[src/rtl/countdown_timer_mod_m_pkg.sv]
// countdown_timer_mod_m_pkg: shared width helper and timer state encoding
package countdown_timer_mod_m_pkg;
  typedef enum logic [1:0] {
    TMR_IDLE  = 2'd0,
    TMR_RUN   = 2'd1,
    TMR_PAUSE = 2'd2,
    TMR_DONE  = 2'd3
  } tmr_state_t;
  // Bits needed to represent v (at least 1).
  function automatic int clogb2(input int v);
    int r;
    r = 0;
    for (int x = v; x > 0; x = x >> 1) r++;
    return r < 1 ? 1 : r;
  endfunction
endpackage

[src/rtl/countdown_timer_mod_m_down_counter.sv]
// countdown_timer_mod_m_down_counter: Q register with clamped load, tick decrement, reload and zero/one flags
module countdown_timer_mod_m_down_counter #(
  parameter int M = 10,
  parameter int N = 4
) (
  input  logic         clk,
  input  logic         aclr,
  input  logic         load,
  input  logic [N-1:0] load_val,
  input  logic         dec,
  input  logic         reload,
  input  logic [N-1:0] preset,
  output logic [N-1:0] q,
  output logic [N-1:0] clamped,
  output logic         zero,
  output logic         one
);
  localparam logic [N-1:0] MAX = N'(M - 1);
  assign clamped = load_val > MAX ? MAX : load_val;
  assign zero = q == '0;
  assign one = q == N'(1);
  always_ff @(posedge clk)
    if (aclr) q <= '0;
    else if (load) q <= clamped;
    else if (reload) q <= preset;
    else if (dec && !zero) q <= q - N'(1);
endmodule

[src/rtl/countdown_timer_mod_m.sv]
// countdown_timer_mod_m: loadable mod-M down-counting timer with run/pause control and one-cycle done pulse
module countdown_timer_mod_m
  import countdown_timer_mod_m_pkg::*;
#(
  parameter int M = 10,
  parameter int AUTO_RELOAD = 0,
  localparam int N = clogb2(M - 1)
) (
  input  logic         clk,
  input  logic         aclr,
  input  logic         load,
  input  logic [N-1:0] load_val,
  input  logic         start,
  input  logic         pause,
  input  logic         tick,
  output logic [N-1:0] Q,
  output logic         busy,
  output logic         done
);
  tmr_state_t state;
  logic [N-1:0] preset, clamped;
  logic zero, one, dec, reload, expire, rearm;
  assign dec = state == TMR_RUN && !pause && tick;
  assign expire = dec && one;
  assign rearm = expire && AUTO_RELOAD != 0 && preset != '0;
  // Restart from DONE reloads the preset; reload on expiry keeps a periodic timer running.
  assign reload = rearm || (state == TMR_DONE && start);
  assign busy = state == TMR_RUN || state == TMR_PAUSE;
  countdown_timer_mod_m_down_counter #(.M(M), .N(N)) u_cnt (
    .clk(clk), .aclr(aclr), .load(load), .load_val(load_val), .dec(dec),
    .reload(reload), .preset(preset), .q(Q), .clamped(clamped), .zero(zero), .one(one)
  );
  always_ff @(posedge clk)
    if (aclr) begin
      state <= TMR_IDLE;
      preset <= '0;
      done <= 1'b0;
    end else begin
      done <= 1'b0;
      if (load) begin
        state <= TMR_IDLE;
        preset <= clamped;
      end else
        case (state)
          TMR_IDLE: if (start) begin
            state <= zero ? TMR_DONE : TMR_RUN;
            done <= zero;
          end
          TMR_RUN: if (pause) state <= TMR_PAUSE;
          else if (expire) begin
            done <= 1'b1;
            state <= rearm ? TMR_RUN : TMR_DONE;
          end
          TMR_PAUSE: if (start && !pause) state <= TMR_RUN;
          TMR_DONE: if (start) begin
            state <= preset == '0 ? TMR_DONE : TMR_RUN;
            done <= preset == '0;
          end
        endcase
    end
endmodule

[config.mk]
export PLATFORM = sky130hd
export DESIGN_NAME = countdown_timer_mod_m
export DESIGN_NICKNAME = d
export VERILOG_FILES = /design/src/rtl/countdown_timer_mod_m_pkg.sv /design/src/rtl/countdown_timer_mod_m_down_counter.sv /design/src/rtl/countdown_timer_mod_m.sv
export SDC_FILE = /design/constraint.sdc
export NUM_CORES = 1
export LEC_CHECK = 0
export ABC_AREA = 0
export CAP_MARGIN = 20
export CORE_MARGIN = 5
export CORE_UTILIZATION = 47
export CTS_BUF_LIST = sky130_fd_sc_hd__clkbuf_8 sky130_fd_sc_hd__clkbuf_16
export DETAILED_ROUTE_END_ITERATION = 10
export GPL_ROUTABILITY_DRIVEN = 0
export GPL_TIMING_DRIVEN = 0
export PLACE_DENSITY = 0.84
export SYNTH_ARGS = -nofsm -noshare
export SYNTH_HDL_FRONTEND = slang
export SYNTH_SLANG_ARGS = --single-unit
[constraint.sdc]
create_clock -name clk -period 3.2 [get_ports clk]
set_input_delay 0.96 -clock clk [delete_from_list [all_inputs] [get_ports clk]]
set_output_delay 0.96 -clock clk [all_outputs]
set_load 0.05 [all_outputs]
==> out/summary.log <==
qor: run_status.run_status complete, no violations
qor: drt.drt-total-wl 1.78 mm
qor: synthesis.synthesized_area_divided_by_synthesized_cell_count 9.16 sq um
qor: drt.route.detailed.wl_per_inst 15.5 microns
qor: worst_hold_path.hold_path.class reg2reg
qor: synthesis.mappedNetlistNets 100
qor: synthesis.yosys.cell_types.count 34
qor: sta.fin_skew 0.00169 ns
qor: sta.setup_repair_after_global_routing_missed_its_margin false
qor: critical_path.critPathRequiredTime 2.24 ns
qor: synthesis.yosys_register_bits 11
qor: cts.clock_sink_count 11
qor: power.cellLeakagePower 0.376 nW
qor: synthesis.yosys_warnings 0
qor: drt.post_drt_via_cell_ratio 5.91
qor: critical_path.crit_arrival 1.89 ns
qor: sta.holdWs 0.498 ns
qor: cts.cts_tree built
qor: cts.clk_path_buf_depth 2
qor: cts.ctsRootBufferMaster sky130_fd_sc_hd__clkbuf_8
qor: critical_path.crit_path_max_fanout 5
qor: final_layout.antenna_cells_inserted 0
qor: sta.final-max-slew-violation-count 0
qor: sta.final.min_clock_period 2.85 ns
qor: final_layout.finalNetCount 119
qor: drt.antenna_violating_nets_post_route 0
qor: sta.report.final.setup_viol 0
qor: final_layout.fin_area 947 sq um
qor: placement.instance_area_after_placement 902 sq um
qor: die.ios 16
qor: critical_path.worstSetupStartpointType flop
qor: power.ir_drop 0.000272 V
qor: die.core-area 1510 sq um
qor: sta.setup_tns 0 ns
qor: drt.number_of_optimization_iterations_in_the_first_detailed_route_pass 4
qor: placement.dpl.hpwl 1.28 mm
qor: synthesis.post_synth_instance_area 742 sq um
qor: cts.cts_setup_buffers 0
qor: cts.number_of_buffers_inserted_during_clock_tree_synthesis 3
qor: critical_path.critical_path_cell_sequence inv_1 > ha_1 > clkdlybuf4s50_1
qor: sta.period_share 89.1%
qor: cts.cts-hold-fix-buffers 0
qor: drt.drc 0
qor: die.floorplan.die.width 49.7 microns
qor: critical_path.timing.critical_path.to_type output pin
qor: global_routing.first_global_vias 703
qor: power.fin_total_pwr 0.000424 W
qor: final_layout.ratio_of_cells_with_drive_above_1_in_the_final_layout 11.1%
qor: placement.place.port_buffers 14
qor: cts.htree_levels 1
qor: global_routing.grt_start_max_net_pins 11
qor: synthesis.syn_inst 81
qor: global_routing.grt_util_all_layers 15.3%
qor: run.cap_viol_max_count 0
qor: die.die-height 49.7 microns
qor: die.row_count 14
qor: drt.drtIter0Drc 28
qor: critical_path.timing.critical_path.slowest_cell_delay 0.81 ns
qor: sta.relSlewSlack 66.4%
qor: synthesis.synth-seq-area-share 29.7%
qor: sta.max_slew.worst_pin.slew 0.503 ns
qor: sta.maxClockFrequency 351 MHz
qor: cts.worst_skew_pair.late_latency 0.24 ns
qor: cts.cts_resizes 0
qor: global_routing.grt_antenna_before_repair 0
qor: die.dieArea 2470 sq um
qor: critical_path.criticalPathCategory reg2out
qor: cts.clock_transition_at_path_regs 0.05 ns
qor: power.power.density_cell_area 447 nW/um^2
qor: final_layout.area_delta_synth_final 27.7%
qor: drt.vias_post_dr 680
qor: critical_path.cpMaxStageDelayCell sky130_fd_sc_hd__clkdlybuf4s50_1
qor: global_routing.globalRoute.totalOverflow 0
qor: die.floorplan.initialDensity 49.3%
qor: sta.timing.final.hold_violations 0
qor: global_routing.wire_length_of_the_first_global_routing_pass 2.97 mm
-- routing by layer --
metal / wire length [microns] / share of wire [%] / track usage (%)
met1: 809 / 46 / 17.9
met2: 860 / 48 / 24.8
met3: 69 / 3.9 / 4.52
met4: 38 / 2.1 / 8.30
met5: 0 / 0 / 0
-- cell type report --
type	count	area, sq um
multi-input combinational	63	488
tap	16	20.0
buffer	2	15.0
inverter	5	18.8
clock inverter	1	3.75
fill	115	559
clock buffer	3	41.3
timing repair buffer	14	140
sequential	11	220
-- synthesized netlist by cell type, drive strengths merged --
cell type | instances | area (sq um)
dfxtp | 11 | 220
ha | 9 | 113
a21oi | 6 | 30.0
nor2 | 6 | 22.5
o21ai | 6 | 30.0
inv | 5 | 18.8
nand2b | 5 | 31.3
nand3b | 4 | 30.0
nand2 | 3 | 11.3
a2111oi | 2 | 25.0
a211o | 2 | 17.5
or3b | 2 | 20.0
a211oi | 1 | 7.51
a221oi | 1 | 15.0
a311o | 1 | 10.0
a311oi | 1 | 8.76
a31oi | 1 | 6.26
and2 | 1 | 7.51
buf | 1 | 7.51
clkbuf | 1 | 7.51
mux2 | 1 | 11.3
nand4bb | 1 | 11.3
nor2b | 1 | 6.26
nor3 | 1 | 5.00
nor4 | 1 | 6.26
o211a | 1 | 10.0
o21ba | 1 | 10.0
o22ai | 1 | 6.26
o311ai | 1 | 8.76
or4b | 1 | 10.0
xnor2 | 1 | 8.76
xor2 | 1 | 8.76
-- where the power goes --
| group | leakage (nW) | switching (W) | internal [W] | total (W) |
|---|---|---|---|---|
| combinational | 0.258 | 0.0000691 | 0.0000559 | 0.000125 |
| sequential | 0.0906 | 0.0000108 | 0.000147 | 0.000158 |
| clock | 0.0269 | 0.0000562 | 0.0000846 | 0.000141 |
-- path summary, 6_finish.rpt --
check / start / endpoint / slack [ns] / cells after the start
hold / removal: preset[2]$_SDFFE_PP0P_ / preset[2]$_SDFFE_PP0P_ / 0.50 / 2
hold reg to reg: preset[2]$_SDFFE_PP0P_ / preset[2]$_SDFFE_PP0P_ / 0.50 / 2
setup reg to reg: state[1]$_SDFFE_PP0P_ / done$_SDFF_PP0_ / 1.33 / 5
setup / recovery: state[1]$_SDFFE_PP0P_ / busy / 0.35 / 3
-- per-stage QoR --
step | util [%] | cells | worst slack, ns
final | 62.9 | 115 | 0.348
after global routing | 62.9 | 115 | 0.304
after CTS | 62.9 | 115 | 0.351
after detailed placement | 59.9 | 111 | 0.611
after global placement | 59.9 | 111 | 0.663
after floorplan | - | 81 | 1.24
-- cells by family (layout without fill, tap and decap cells) --
logic type      count (synthesis)  in the layout  share of synthesized area (%)
flops                          11             11                           29.7
compound gates                 25             25                           25.0
fa+ha+maj                       9              9                           15.2
simple gates                   26             26                           21.8
xor+xnor                        2              2                           2.36
buf+inv                         7             25                           4.55
mux                             1              1                           1.52
-- registers in the layout, summed over array words and instances (netlist names) --
register,cells
u_cnt.q,4
state,2
done,1
preset,4
-- critical path: cells and delay by family, from the launching register on --
family / cells / cell delay, ns
adders and majority gates: 1 / 0.31
buffers and inverters: 2 / 0.92
DFF: 1 / 0.41
-- cells in the final DEF (no fill, tap or decap), types with 2 or more instances in the layout --
cell and instances:
sky130_fd_sc_hd__a211o_1 2, sky130_fd_sc_hd__a21oi_1 6, sky130_fd_sc_hd__clkbuf_8 3, sky130_fd_sc_hd__clkdlybuf4s50_1 14, sky130_fd_sc_hd__dfxtp_1 11, sky130_fd_sc_hd__ha_1 9, sky130_fd_sc_hd__inv_1 6, sky130_fd_sc_hd__nand2_1 3
sky130_fd_sc_hd__nand2b_1 5, sky130_fd_sc_hd__nand3b_1 4, sky130_fd_sc_hd__nor2_1 6, sky130_fd_sc_hd__o21ai_0 6
Note: power is estimated with default switching activity, not from simulation.
